## config.mk

```make
export PLATFORM = sky130hd
export DESIGN_NAME = axis_multi_timer
export DESIGN_NICKNAME = d
export VERILOG_FILES = /design/src/rtl/axis_multi_timer.sv
export SDC_FILE = /design/constraint.sdc
export NUM_CORES = 2
export LEC_CHECK = 0
export CAP_MARGIN = 20
export CORE_AREA = 3 3 244 246
export DETAILED_ROUTE_END_ITERATION = 10
export DIE_AREA = 0 0 247 249
export PLACE_DENSITY = 0.85
export SLEW_MARGIN = 20
export SYNTH_ARGS = -nofsm -noshare
export SYNTH_HDL_FRONTEND = slang
export SYNTH_SLANG_ARGS = --single-unit
```

## constraint.sdc

```tcl
create_clock -name aclk -period 25.7 [get_ports aclk]
set_input_delay 5.14 -clock aclk [delete_from_list [all_inputs] [get_ports aclk]]
set_output_delay 5.14 -clock aclk [all_outputs]
set_load 0.01 [all_outputs]
```

## src/rtl/axis_multi_timer.sv

```systemverilog
// axis_multi_timer: shared beat prescaler feeding CHANNELS independent
// down-counters, each one-shot or auto-reload, with a registered expiry pulse.
// Optional macro AXIS_MULTI_TIMER_STICKY_EN adds a per-channel sticky expiry
// flag cleared by exp_clear; without it exp_sticky is tied low.
//
// Stream handshake: a beat is accepted on any rising edge where
// s_axis_tvalid=1 and s_axis_tready=1; tready is constantly 1, so every
// tvalid cycle is an accepted beat and there is no backpressure.
module axis_multi_timer #(
  parameter int CNTR_WIDTH     = 64,
  parameter int CHANNELS       = 4,
  parameter int PRESCALE_WIDTH = 16
) (
  input  logic                           aclk,
  input  logic                           areset,
  input  logic [CHANNELS-1:0]            run_flag,
  input  logic [CHANNELS-1:0]            cfg_flag,
  input  logic [CHANNELS*CNTR_WIDTH-1:0] cfg_data,
  input  logic [CHANNELS-1:0]            cfg_mode,
  input  logic [PRESCALE_WIDTH-1:0]      cfg_prescale,
  input  logic [CHANNELS-1:0]            exp_clear,
  output logic [CHANNELS-1:0]            trg_flag,
  output logic [CHANNELS-1:0]            exp_pulse,
  output logic [CHANNELS-1:0]            exp_sticky,
  output logic [CHANNELS*CNTR_WIDTH-1:0] sts_data,
  output logic                           s_axis_tready,
  input  logic                           s_axis_tvalid
);

  localparam logic [CNTR_WIDTH-1:0] CNTR_ONE = CNTR_WIDTH'(1);

  logic [PRESCALE_WIDTH-1:0] presc_reg;
  logic                      any_run;
  logic                      tick;

  assign s_axis_tready = 1'b1;

  // Tick is combinational so a channel reacts on the same edge as the beat;
  // the >= compare keeps a lowered cfg_prescale from letting presc_reg wrap.
  always_comb begin
    any_run = |run_flag;
    tick    = any_run & s_axis_tvalid & (presc_reg >= cfg_prescale);
  end

  // Shared prescaler: idle at 0 while nothing runs, else count accepted beats.
  always_ff @(posedge aclk or posedge areset) begin
    if (areset) begin
      presc_reg <= '0;
    end else if (!any_run) begin
      presc_reg <= '0;
    end else if (s_axis_tvalid) begin
      if (tick) presc_reg <= '0;
      else      presc_reg <= presc_reg + 1'b1;
    end
  end

`ifndef AXIS_MULTI_TIMER_STICKY_EN
  // exp_clear only matters when the sticky flags exist.
  logic unused_exp_clear;
  assign unused_exp_clear = ^exp_clear;
`endif

  for (genvar i = 0; i < CHANNELS; i++) begin : g_ch
    logic [CNTR_WIDTH-1:0] cntr_q;
    logic [CNTR_WIDTH-1:0] reload_q;
    logic                  mode_q;
    logic                  pulse_q;
    logic [CNTR_WIDTH-1:0] load_val;

    assign load_val = cfg_data[i*CNTR_WIDTH +: CNTR_WIDTH];

    // Channel counter: load beats tick; expiry on the 1->next transition
    // raises the pulse on the same edge the counter takes its new value.
    always_ff @(posedge aclk or posedge areset) begin
      if (areset) begin
        cntr_q   <= '0;
        reload_q <= '0;
        mode_q   <= 1'b0;
        pulse_q  <= 1'b0;
      end else begin
        pulse_q <= 1'b0;
        if (cfg_flag[i]) begin
          cntr_q   <= load_val;
          reload_q <= load_val;
          mode_q   <= cfg_mode[i];
        end else if (tick && run_flag[i]) begin
          if (cntr_q > CNTR_ONE) begin
            cntr_q <= cntr_q - CNTR_ONE;
          end else if (cntr_q == CNTR_ONE) begin
            pulse_q <= 1'b1;
            cntr_q  <= mode_q ? reload_q : '0;
          end
        end
      end
    end

    assign sts_data[i*CNTR_WIDTH +: CNTR_WIDTH] = cntr_q;
    assign exp_pulse[i] = pulse_q;
    assign trg_flag[i]  = run_flag[i] & (cntr_q != '0);

`ifdef AXIS_MULTI_TIMER_STICKY_EN
    logic sticky_q;

    // Sticky flag follows the visible pulse; a set beats a same-cycle clear.
    always_ff @(posedge aclk or posedge areset) begin
      if (areset) sticky_q <= 1'b0;
      else        sticky_q <= pulse_q | (sticky_q & ~exp_clear[i]);
    end

    assign exp_sticky[i] = sticky_q;
`else
    assign exp_sticky[i] = 1'b0;
`endif
  end

endmodule

```

==> impl_metrics.py <==
metrics = {
    "clocking": {
        "post-cts-setup-buffer-count": 0,
        "numCtsBuffers": 58,
        "root_buffer": "clkbuf_16",
        "clock_path_buffers": 3,
        "cts.htree.levels": 2,
        "cts.clk_slew.worst_paths_ns": 0.06,
        "clk_latency_ns": 0.62,
        "cts_resized": 0,
        "cts.sinks": 536,
        "holdBufCountCts": 0,
        "tritoncts": "yes",
    },
    "timing": {
        "layout_setup_ws_ns": 13.75,
        "min_period_ns": 11.95,
        "finClkSkew_ns": 0.0233,
        "worst_pin_slew_ns": 1.11,
        "setup_tns_ns": 0,
        "slew_headroom_pct": 25.9,
        "setup_violations": 0,
        "rsz0062_at_grt": "no",
        "final.period_utilization_pct": 46.5,
        "slew_violations": 0,
        "hold_violations": 0,
        "fmax_mhz": 83.7,
    },
    "logic_synthesis": {
        "synth-xor-area-share_pct": 2.40,
        "synth-seq-area-share_pct": 43.2,
        "syn_inst": 3528,
        "netlist_area_mm2": 0.0311,
        "synth_top_family_by_area": "compound AO/OA/AOI/OAI gates",
        "synth.area.mux_share_pct": 4.52,
        "synth_seq_cells": 536,
        "synth-simple-area-share_pct": 20.4,
        "synth_compound_area_share_pct": 22.2,
        "synth_edf_count": 0,
        "synth_adder_area_share_pct": 1.17,
        "synthArstFlopShare_pct": 100,
        "syn_area_per_cell_um2": 8.80,
        "ys_types": 102,
        "yosys_warnings": 0,
        "synthFlopType": "dfrtp_1",
    },
    "grt": {
        "overflow": 0,
        "grt_antenna_before_repair": 21,
        "grt_max_degree": 153,
        "grt_usage_pct": 33.7,
        "grt_pass1_wl_um": 166000,
        "first_global_vias": 29700,
    },
    "outcome": {
        "status": "complete, no violations",
    },
    "critical_path": {
        "crit_type": "primary input to primary output",
        "cp_common_cell": "clkdlybuf4s50_1",
        "crit_fanout": 3,
        "slowest_delay_ns": 0.69,
        "required_ns": 20.56,
        "end_kind": "primary output",
        "critPathLaunchType": "primary input",
        "path_cells": "clkdlybuf4s50_1 -> inv_1 -> nor2_1 -> clkdlybuf4s50_1",
        "slowest_stage": "clkdlybuf4s50_1",
        "worstPathArrival_ns": 6.81,
    },
    "placed_design": {
        "placed_cell_area_mm2": 0.0368,
        "portBuffers": 550,
        "gp_congestion": 0.918,
        "place_ws_ns": 13.73,
        "hpwl_um": 72600,
    },
    "final_layout": {
        "final_area_mm2": 0.0389,
        "drive_above_1_share_pct": 8.52,
        "nets": 4265,
        "utilization_pct": 67.5,
        "synthToLayoutAreaGrowth_pct": 25.2,
    },
    "routing": {
        "antenna_left": 0,
        "viasPerCell": 6.52,
        "drtIter0Drc": 3429,
        "remaining_drc_errors": 0,
        "routed-via-count": 31100,
        "wirelength_um": 107000,
        "wl_per_cell_um": 22.5,
        "drtPass1Iterations": 6,
    },
    "die": {
        "die_area_mm2": 0.0615,
        "initial_core_util_pct": 53.9,
        "die_x_um": 247,
        "rows": 88,
        "die_h_um": 249,
        "core-area_mm2": 0.0576,
        "io_pins": 560,
    },
    "run": {
        "cap_violations": 0,
    },
    "hold_path": {
        "hold_path.class": "flop to flop",
    },
    "pwr": {
        "leakage_nw": 15.5,
        "vdd_drop_max_mv": 0.0598,
        "powerDensity_mw_per_mm2": 62.1,
    },
}
area by class of cell:
type                    instances  area (µm²)
fillers                      4506       18700
multi-input cells            2560       15800
flip-flops and latches        536       13400
repair buffers                598        5870
clock buffers                  85        1730
well taps                     765         957
inverters                     191         724
clock inverters                20         310
diodes                         22        55.1
synth_stat cells (23+ instances only):
library cell	instances	area, µm²
nand2b_1	30	188
inv_1	190	713
ha_1	29	363
xnor2_1	55	482
dfrtp_1	536	13400
o211ai_1	23	173
buf_2	59	295
nor3_1	135	676
a221oi_1	24	210
nor2_1	258	968
mux2_2	107	1200
nand3_1	105	526
nor4_1	82	513
and2_1	23	144
or3_1	36	225
nand2_1	357	1340
xor2_1	30	263
o31ai_1	41	308
a211o_1	29	254
a21o_1	32	240
or4_1	43	323
a21oi_1	202	1010
a311oi_1	24	210
nand4_1	40	250
o21ai_1	28	140
and3_1	53	332
a211oi_1	24	180
o21ai_0	330	1650
a31oi_1	81	507
clkbuf_1	134	503
through the flow:
step / hold WS, ns / total power, mW / std cells
2_1_floorplan: 0.439 / 1.27 / 3531
3_3_place_gp: 0.453 / 1.49 / 4650
3_5_place_dp: 0.456 / 1.51 / 4650
4_1_cts: 0.472 / 2.41 / 4755
5_1_grt: 0.486 / 2.50 / 4773
6_report: 0.476 / 2.41 / 4777
routing by layer:
layer | vias to the layer above | part of all wire, % | GRT usage [%]
met4 | 4 | 5.3 | 17.8
met3 | 398 | 11 | 7.27
met5 | - | 0.021 | 0
met2 | 2014 | 45 | 51.6
met1 | 14900 | 38 | 45.0
li1 | 13800 | - | -
cells in the final DEF (no fill, tap or decap), types with 30 or more instances in the layout:
cell type / n
buf_4: 50
nand3_1: 105
nand4_1: 40
o31ai_1: 40
o21ai_0: 330
nand2_1: 357
nor4_1: 81
a21oi_1: 202
dfrtp_1: 536
inv_1: 188
or4_1: 43
and3_1: 53
xor2_1: 30
mux2_2: 107
nand2b_1: 30
or3_1: 36
nor3_1: 134
nor2_1: 257
xnor2_1: 55
clkbuf_16: 59
a21o_1: 32
clkdlybuf4s50_1: 546
a31oi_1: 80
logic make-up (layout without fill, tap and decap cells):
logic type,after synthesis,after routing
buffers and inverters,435,894
flip-flops,536,536
XOR/XNOR,85,85
multiplexers,127,127
other,2,27
adder cells (fa/ha/maj),29,29
AND/OR/NAND/NOR,1254,1254
AO/OA/AOI/OAI,1060,1060
power breakdown:
| part | switching [mW] | internal, mW |
|---|---|---|
| Clock | 0.363 | 0.545 |
| Sequential | 0.115 | 0.934 |
| Combinational | 0.229 | 0.229 |
| Total | 0.707 | 1.71 |
worst max-delay path, delay by kind of cell:
family                 cells  cell delay (ns)
AND/OR/NAND/NOR            1             0.26
buffers and inverters      3             1.40
final timing paths:
| kind | end | slack [ns] | cells after the start | from |
|---|---|---|---|---|
| min in group asynchronous | g_ch[3].reload_q[3] | 5.10 | 2 | areset |
| worst max register to register | g_ch[0].cntr_q[41] | 20.85 | 7 | g_ch[0].cntr_q[8] |
| max in group asynchronous | g_ch[1].cntr_q[9] | 18.46 | 4 | areset |
| worst min register to register | g_ch[3].reload_q[34] | 0.48 | 2 | g_ch[3].reload_q[34] |
| worst max-delay path | trg_flag[0] | 13.75 | 4 | run_flag[0] |
| worst min-delay path | g_ch[3].reload_q[34] | 0.48 | 2 | g_ch[3].reload_q[34] |
Note: power is estimated with default switching activity, not from simulation.
